$ cat config.mk
export PLATFORM = sky130hd
export DESIGN_NAME = fetch_sequencer_flat
export DESIGN_NICKNAME = d
export VERILOG_FILES = /design/src/rtl/npc_pkg.sv /design/src/rtl/fetch_sequencer_if.sv /design/src/rtl/fetch_timer.sv /design/src/rtl/fetch_sequencer.sv /design/src/flat_wrapper.sv
export SDC_FILE = /design/constraint.sdc
export NUM_CORES = 1
export LEC_CHECK = 0
export ABC_AREA = 1
export CORE_UTILIZATION = 49
export DETAILED_ROUTE_END_ITERATION = 16
export GPL_TIMING_DRIVEN = 0
export PLACE_DENSITY = 0.87
export SYNTH_ARGS = -nofsm -noshare
export SYNTH_HDL_FRONTEND = slang
export SYNTH_SLANG_ARGS = --single-unit
$ cat constraint.sdc
create_clock -name clk -period 2.6 [get_ports clk]
set_input_delay 0.39 -clock clk [delete_from_list [all_inputs] [get_ports clk]]
set_output_delay 0.39 -clock clk [all_outputs]
set_load 0.02 [all_outputs]
$ cat src/rtl/npc_pkg.sv
// rtl/npc_pkg.sv - shared types and encodings for the next-PC / fetch sequencing logic
//
// Purpose: state enum for fetch_sequencer, pc_sel encodings, trap cause codes.
// Ports: none (package).
package npc_pkg;

  typedef enum logic [2:0] {
    FSEQ_RESET  = 3'd0,
    FSEQ_REQ    = 3'd1,
    FSEQ_WAIT   = 3'd2,
    FSEQ_EXEC   = 3'd3,
    FSEQ_UPDATE = 3'd4,
    FSEQ_TRAP   = 3'd5,
    FSEQ_HALT   = 3'd6
  } fseq_state_t;

  // pc_sel encodings; 2'b10 is also decoded as the adder by the PC mux.
  localparam logic [1:0] PC_SEL_ADDER = 2'b00;
  localparam logic [1:0] PC_SEL_MTVEC = 2'b01;
  localparam logic [1:0] PC_SEL_MEPC  = 2'b11;

  localparam logic [3:0] CAUSE_INST_ACCESS_FAULT = 4'd1;

endpackage

$ cat src/rtl/fetch_sequencer_if.sv
// rtl/fetch_sequencer_if.sv - instruction-memory request/response handshake bundle
//
// Purpose: groups the imem request and response channels.
// Ports (master = fetch_sequencer, slave = instruction memory):
//   imem_req_valid/imem_req_ready/imem_req_addr : request channel
//   imem_rsp_valid/imem_rsp_ready/imem_rsp_data/imem_rsp_err : response channel
interface fetch_sequencer_if #(
  parameter int ADDR_W = 32
);
  logic              imem_req_valid;
  logic              imem_req_ready;
  logic [ADDR_W-1:0] imem_req_addr;
  logic              imem_rsp_valid;
  logic              imem_rsp_ready;
  logic [31:0]       imem_rsp_data;
  logic              imem_rsp_err;

  modport master (
    output imem_req_valid, imem_req_addr, imem_rsp_ready,
    input  imem_req_ready, imem_rsp_valid, imem_rsp_data, imem_rsp_err
  );

  modport slave (
    input  imem_req_valid, imem_req_addr, imem_rsp_ready,
    output imem_req_ready, imem_rsp_valid, imem_rsp_data, imem_rsp_err
  );
endinterface

$ cat src/rtl/fetch_timer.sv
// rtl/fetch_timer.sv - 8-bit response-timeout counter with terminal-count flag
//
// Purpose: counts cycles spent waiting for an imem response.
// Ports:
//   clk, rst : clock, synchronous active-high reset
//   clr      : zero the counter (has priority over inc)
//   inc      : advance the counter by one
//   tc       : this cycle is the TIMEOUT-th counted cycle since clear
module fetch_timer #(
  parameter int TIMEOUT = 255
) (
  input  logic clk,
  input  logic rst,
  input  logic clr,
  input  logic inc,
  output logic tc
);
  logic [7:0] count_q, count_d;

  always_comb begin
    count_d = count_q;
    if (clr) begin
      count_d = 8'd0;
    end else if (inc) begin
      count_d = count_q + 8'd1;
    end
  end

  always_ff @(posedge clk) begin
    if (rst) begin
      count_q <= 8'd0;
    end else begin
      count_q <= count_d;
    end
  end

  // The first waiting cycle sees count 0, so the TIMEOUT-th sees TIMEOUT-1.
  assign tc = ({1'b0, count_q} + 9'd1) == 9'(TIMEOUT);
endmodule

$ cat src/rtl/fetch_sequencer.sv
// rtl/fetch_sequencer.sv - fetch/execute/commit control FSM driving the PC register
//
// Purpose: requests instructions at pc, hands them to execute, commits next PC,
// raises instruction-access-fault traps, counts retired instructions, parks on halt.
// Ports:
//   clk, rst        : clock, synchronous active-high reset
//   pc              : current PC from the PC register
//   imem            : imem request/response bundle (master side)
//   inst/inst_valid : latched instruction to decode/execute
//   exu_done/exu_pc_sel/exu_adder_sel/halt : execute completion and next-PC selects
//   pc_we/pc_sel/adder_sel : PC register write enable and mux selects
//   trap_req/trap_cause    : trap request to the CSR unit
//   halted, instret        : parked flag, retired-instruction count
module fetch_sequencer
  import npc_pkg::*;
#(
  parameter int ADDR_W  = 32,
  parameter int TIMEOUT = 255
) (
  input  logic              clk,
  input  logic              rst,
  input  logic [ADDR_W-1:0] pc,
  fetch_sequencer_if.master imem,
  output logic [31:0]       inst,
  output logic              inst_valid,
  input  logic              exu_done,
  input  logic [1:0]        exu_pc_sel,
  input  logic [1:0]        exu_adder_sel,
  input  logic              halt,
  output logic              pc_we,
  output logic [1:0]        pc_sel,
  output logic [1:0]        adder_sel,
  output logic              trap_req,
  output logic [3:0]        trap_cause,
  output logic              halted,
  output logic [63:0]       instret
);
  fseq_state_t state_q, state_d;
  logic [31:0] inst_q, inst_d;
  logic [1:0]  pc_sel_q, pc_sel_d;
  logic [1:0]  adder_sel_q, adder_sel_d;
  logic [63:0] instret_q, instret_d;
  logic        timer_tc;

  // Cleared while requesting so WAIT always starts from zero.
  fetch_timer #(.TIMEOUT(TIMEOUT)) u_timer (
    .clk (clk),
    .rst (rst),
    .clr (state_q == FSEQ_REQ),
    .inc (state_q == FSEQ_WAIT),
    .tc  (timer_tc)
  );

  always_ff @(posedge clk) begin
    if (rst) begin
      state_q <= FSEQ_RESET;
    end else begin
      state_q <= state_d;
    end
  end

  always_ff @(posedge clk) begin
    if (rst) begin
      inst_q      <= 32'd0;
      pc_sel_q    <= PC_SEL_ADDER;
      adder_sel_q <= 2'b00;
      instret_q   <= 64'd0;
    end else begin
      inst_q      <= inst_d;
      pc_sel_q    <= pc_sel_d;
      adder_sel_q <= adder_sel_d;
      instret_q   <= instret_d;
    end
  end

  always_comb begin
    state_d     = state_q;
    inst_d      = inst_q;
    pc_sel_d    = pc_sel_q;
    adder_sel_d = adder_sel_q;
    instret_d   = instret_q;
    case (state_q)
      FSEQ_RESET: state_d = FSEQ_REQ;
      FSEQ_REQ: begin
        if (imem.imem_req_ready) state_d = FSEQ_WAIT;
      end
      FSEQ_WAIT: begin
        // A response in the timeout cycle still wins.
        if (imem.imem_rsp_valid) begin
          if (imem.imem_rsp_err) begin
            state_d = FSEQ_TRAP;
          end else begin
            inst_d  = imem.imem_rsp_data;
            state_d = FSEQ_EXEC;
          end
        end else if (timer_tc) begin
          state_d = FSEQ_TRAP;
        end
      end
      FSEQ_EXEC: begin
        if (exu_done) begin
          if (halt) begin
            state_d = FSEQ_HALT;
          end else begin
            pc_sel_d    = exu_pc_sel;
            adder_sel_d = exu_adder_sel;
            state_d     = FSEQ_UPDATE;
          end
        end
      end
      FSEQ_UPDATE: begin
        instret_d = instret_q + 64'd1;
        state_d   = FSEQ_REQ;
      end
      FSEQ_TRAP: state_d = FSEQ_REQ;
      FSEQ_HALT: state_d = FSEQ_HALT;
      default:   state_d = FSEQ_RESET;
    endcase
  end

  always_comb begin
    imem.imem_req_valid = 1'b0;
    imem.imem_rsp_ready = 1'b0;
    inst_valid          = 1'b0;
    pc_we               = 1'b0;
    pc_sel              = PC_SEL_ADDER;
    adder_sel           = 2'b00;
    trap_req            = 1'b0;
    trap_cause          = 4'd0;
    halted              = 1'b0;
    case (state_q)
      FSEQ_REQ:  imem.imem_req_valid = 1'b1;
      FSEQ_WAIT: imem.imem_rsp_ready = 1'b1;
      FSEQ_EXEC: inst_valid = 1'b1;
      FSEQ_UPDATE: begin
        pc_we     = 1'b1;
        pc_sel    = pc_sel_q;
        adder_sel = adder_sel_q;
      end
      FSEQ_TRAP: begin
        pc_we      = 1'b1;
        pc_sel     = PC_SEL_MTVEC;
        trap_req   = 1'b1;
        trap_cause = CAUSE_INST_ACCESS_FAULT;
      end
      FSEQ_HALT: halted = 1'b1;
      default: ;
    endcase
  end

  assign imem.imem_req_addr = pc;
  assign inst               = inst_q;
  assign instret            = instret_q;
endmodule

$ cat src/flat_wrapper.sv
// flat-port wrapper written by rule: the top's interface ports become plain ports
module fetch_sequencer_flat import npc_pkg::*;
#(
  parameter int ADDR_W  = 32,
  parameter int TIMEOUT = 255
)
  (clk, rst, pc, inst, inst_valid, exu_done, exu_pc_sel, exu_adder_sel, halt, pc_we, pc_sel, adder_sel, trap_req, trap_cause, halted, instret, imem_imem_req_valid, imem_imem_req_addr, imem_imem_rsp_ready, imem_imem_req_ready, imem_imem_rsp_valid, imem_imem_rsp_data, imem_imem_rsp_err);
  fetch_sequencer_if #(.ADDR_W(ADDR_W)) imem_i ();
  input  logic clk;
  input  logic rst;
  input  logic [ADDR_W-1:0] pc;
  output logic [31:0] inst;
  output logic inst_valid;
  input  logic exu_done;
  input  logic [1:0] exu_pc_sel;
  input  logic [1:0] exu_adder_sel;
  input  logic halt;
  output logic pc_we;
  output logic [1:0] pc_sel;
  output logic [1:0] adder_sel;
  output logic trap_req;
  output logic [3:0] trap_cause;
  output logic halted;
  output logic [63:0] instret;
  output wire logic [$bits(imem_i.imem_req_valid)-1:0] imem_imem_req_valid;
  output wire logic [$bits(imem_i.imem_req_addr)-1:0] imem_imem_req_addr;
  output wire logic [$bits(imem_i.imem_rsp_ready)-1:0] imem_imem_rsp_ready;
  input wire logic [$bits(imem_i.imem_req_ready)-1:0] imem_imem_req_ready;
  input wire logic [$bits(imem_i.imem_rsp_valid)-1:0] imem_imem_rsp_valid;
  input wire logic [$bits(imem_i.imem_rsp_data)-1:0] imem_imem_rsp_data;
  input wire logic [$bits(imem_i.imem_rsp_err)-1:0] imem_imem_rsp_err;
  assign imem_imem_req_valid = imem_i.imem_req_valid;
  assign imem_imem_req_addr = imem_i.imem_req_addr;
  assign imem_imem_rsp_ready = imem_i.imem_rsp_ready;
  assign imem_i.imem_req_ready = imem_imem_req_ready;
  assign imem_i.imem_rsp_valid = imem_imem_rsp_valid;
  assign imem_i.imem_rsp_data = imem_imem_rsp_data;
  assign imem_i.imem_rsp_err = imem_imem_rsp_err;
  fetch_sequencer #(.ADDR_W(ADDR_W), .TIMEOUT(TIMEOUT)) u_core (.clk(clk), .rst(rst), .pc(pc), .imem(imem_i), .inst(inst), .inst_valid(inst_valid), .exu_done(exu_done), .exu_pc_sel(exu_pc_sel), .exu_adder_sel(exu_adder_sel), .halt(halt), .pc_we(pc_we), .pc_sel(pc_sel), .adder_sel(adder_sel), .trap_req(trap_req), .trap_cause(trap_cause), .halted(halted), .instret(instret));
endmodule
==> results by group <==
Synthesis
  • Part of the Yosys area used for sequential elements: 37.64%
  • Top cells by count, synth: nor2_1, nand2_1, dfxtp_1
  • Yosys top cell area share: between 30% and 40%
  • Cell with the most instances after synthesis: nor2_1
  • Post-synth EDFFs: 0
  • Top post-synthesis cells by area: dfxtp_1, nor2_1, nand2_1
  • YS warnings: 0
  • Syn_area_per_cell: between 6 and 7 um^2
  • #FFs+latches synth: roughly 110
  • Synthesized area: 5903 um^2
  • Most used flip-flop cell after synthesis: dfxtp_1
  • Cells after Synth: approximately 890
  • Asr flop ratio synth: 0%
  • Post-synthesis cell type count: 35
  • Yosys top cell by area: dfxtp_1

STA
  • Setup TNS: 0 ns
  • Hold Fails Final Rpt: 0
  • Final Critical Period: between 2 and 2.5 ns
  • Slew @ Worst Pin: 0.7142 ns
  • Slew Limit Fails: 0
  • Final count of negative-setup-slack endpoints: 0
  • Fmax: between 400 and 500 MHz
  • Final worst-path cycle share: roughly nine tenths
  • Clock Skew: slightly above 0.01 ns
  • Slew Limit Headroom: between 50% and 60%
  • Unrepaired setup endpoints after global routing: no

Cells and area
  • Ratio of cells with drive above 1 in the final layout: a little over 8%
  • FILL cells: 995
  • Number of diodes: 0
  • Layout overhead on the synthesized area: 39.17%
  • Final nets: about 1,200

Route
  • Antenna-violating nets left: 0
  • DRT Pass-1 Iters: 13
  • DRC: 10
  • Violation count after the first detailed-route iteration: between 500 and 600
  • Via count: 6,286
  • Total wire length: around 16 mm
  • Via-to-Cell Ratio: slightly above 5
  • WL/cell: 13.22 um

Min path
  • Hold depth: 2
  • Min-delay src: u_core.adder_sel_q[0]$_SDFFE_PP0P_
  • Hold WC Path Type: flop to flop

Placement
  • RePlAce Congestion: ~0.94
  • PortBufs: 180
  • DP HPWL: between 10 and 15 mm

Global route
  • First-pass GRT wire length: 26.81 mm
  • Maximum number of pins on one net before global-route repair: 18
  • Initial antenna violation count: 0
  • Grt ovf: 0
  • GRT Resource Usage Total: between 20% and 30%
  • Vias in the first global route: 5,692

Worst setup path
  • Arr. time, crit path: roughly 1.9 ns
  • Crit Path Class: flop to primary output
  • Required time of the worst setup path: 2.21 ns
  • Critical path startpoint: u_core.state_q[0]$_SDFFE_PP0P_
  • Largest fanout on the critical path: 10
  • Critical R2R Launch: u_core.instret[1]$_SDFFE_PP0N_
  • Worst Reg-to-Reg Cells: 10
  • Worst setup EP type: primary output
  • Startpoint Class: flop

Power
  • Clk pwr share: 37.3%
  • Cell Pwr Density: approximately 500 nW/um^2
  • Net Sw Power: 1.071 mW
  • Switching portion of total power: between 20% and 30%
  • Worst VDD drop: roughly 610 uV
  • Comb pwr share: 17.4%
  • Fraction of power consumed by sequential logic: between 40% and 50%
  • Total Power: 4.037 mW
  • Pleak: a little over 3 nW
  • Internal: about 3 mW

Floorplan
  • Io pins: 217
  • CORE AREA: between 10,000 and 15,000 um^2
  • Initial Util: 51.04%
  • Cell Rows: 39
  • Die width: approximately 110 um
  • Die ar.: between 10,000 and 15,000 um^2
  • Die H: 111.8 um

CTS
  • CTS sink count: about 110
  • Latest clock arrival within the worst-skew pair: approximately 0.35 ns
  • CTS tree: built
  • CTS Buffer Depth: 2
  • Postcts setup bufs: 0
  • Total CTS buffers: 9
  • Post_cts resized: 0
  • CTS Hold Buffers Added: 0
  • CTS H-tree lvls: 3
  • Root buffer cell: clkbuf_16
  • Clock slew at reported path FFs: ~0.070 ns

Outcome
  • Failing checks: design-rule violations
  • Outcome: finished with violations

Run
  • Maxcap violations: 0
==> power by group through the flow <==
stage / Clock, mW / Combinational (mW) / Sequential, mW
after global routing: 1.60 / 0.773 / 1.84
after floorplan: 0 / 0.365 / 1.90
after CTS: 1.53 / 0.706 / 1.83
after detailed placement: 0 / 0.699 / 1.87
final: 1.51 / 0.702 / 1.83
after global placement: 0 / 0.688 / 1.86
==> worst paths after layout <==
| path | to | slack (ns) |
|---|---|---|
| max reg2reg | u_core.instret[50]$_SDFFE_PP0N_ | 0.52 |
| min reg2reg | u_core.adder_sel_q[0]$_SDFFE_PP0P_ | 0.46 |
| max | imem_imem_rsp_ready | 0.28 |
| min | u_core.adder_sel_q[0]$_SDFFE_PP0P_ | 0.46 |
==> routing by layer <==
metal | vias up | global-route usage (%) | part of all wire, %
li1 | 3164 | - | -
met1 | 2804 | 32.47 | 40
met2 | 289 | 45.47 | 48
met3 | 29 | 8.274 | 9.9
met4 | 0 | 7.117 | 1.7
met5 | - | 0 | 0
==> registers in the layout, summed over array words and instances (netlist names) <==
name and count:
u_core.state_q 3, u_core.u_timer.count_q 8, u_core.instret 64, u_core.pc_sel_q 2
u_core.adder_sel_q 2, u_core.inst 32
==> stage by stage <==
stage | hold WS [ns] | utilization (%) | std cells | area [um^2] | setup WS (ns)
2_1_floorplan | 0.4300 | - | 891 | 5911 | 0.8506
3_3_place_gp | 0.4414 | 68.24 | 1214 | 7891 | 0.5678
3_5_place_dp | 0.4510 | 68.24 | 1214 | 7891 | 0.5546
4_1_cts | 0.4628 | 71.04 | 1230 | 8215 | 0.2679
5_1_grt | 0.4929 | 71.04 | 1230 | 8215 | 0.1503
6_report | 0.4578 | 71.04 | 1230 | 8215 | 0.2773
==> worst max-delay path, stage by stage (launching register included) <==
cell             delay [ns]
dfxtp_1                0.39
nor2_1                 0.19
nand2_2                0.16
inv_2                  0.18
clkdlybuf4s50_1        0.65
==> cell families (layout without fill, tap and decap cells) <==
| logic type | count (synthesis) | after routing | synth area share (%) |
|---|---|---|---|
| other cells | 1 | 3 | 0.06353 |
| simple gates | 503 | 503 | 37.64 |
| compound gates | 108 | 108 | 9.622 |
| flops | 111 | 111 | 37.64 |
| fa+ha+maj | 3 | 3 | 0.6359 |
| buf+inv | 144 | 340 | 11.57 |
| xor+xnor | 19 | 19 | 2.819 |
==> cells in the final DEF, fill, tap and decap left out, types with 8 or more instances in the layout <==
master	count
xor2_1	15
buf_4	37
clkbuf_1	15
nor3_1	21
o21ai_0	60
inv_1	87
nand3_1	40
a21oi_1	34
nand2_1	176
nand4_1	17
nand2_2	8
clkbuf_16	9
nor2_1	215
nor2_4	8
clkdlybuf4s50_1	180
dfxtp_1	111
==> final cells by class <==
class                           count  area [um^2]  share of cell area [%]
Tap cell                          143        178.9                   2.178
Inverter                           90        337.8                   4.112
Clock inverter                      5        81.33                  0.9899
Clock buffer                       11        242.7                   2.955
Timing Repair Buffer              180         1802                   21.93
Buffer                             54        345.3                   4.203
Sequential cell                   111         2222                   27.05
Multi-Input combinational cell    636         3005                   36.58
(Power assumes the default switching activity.)
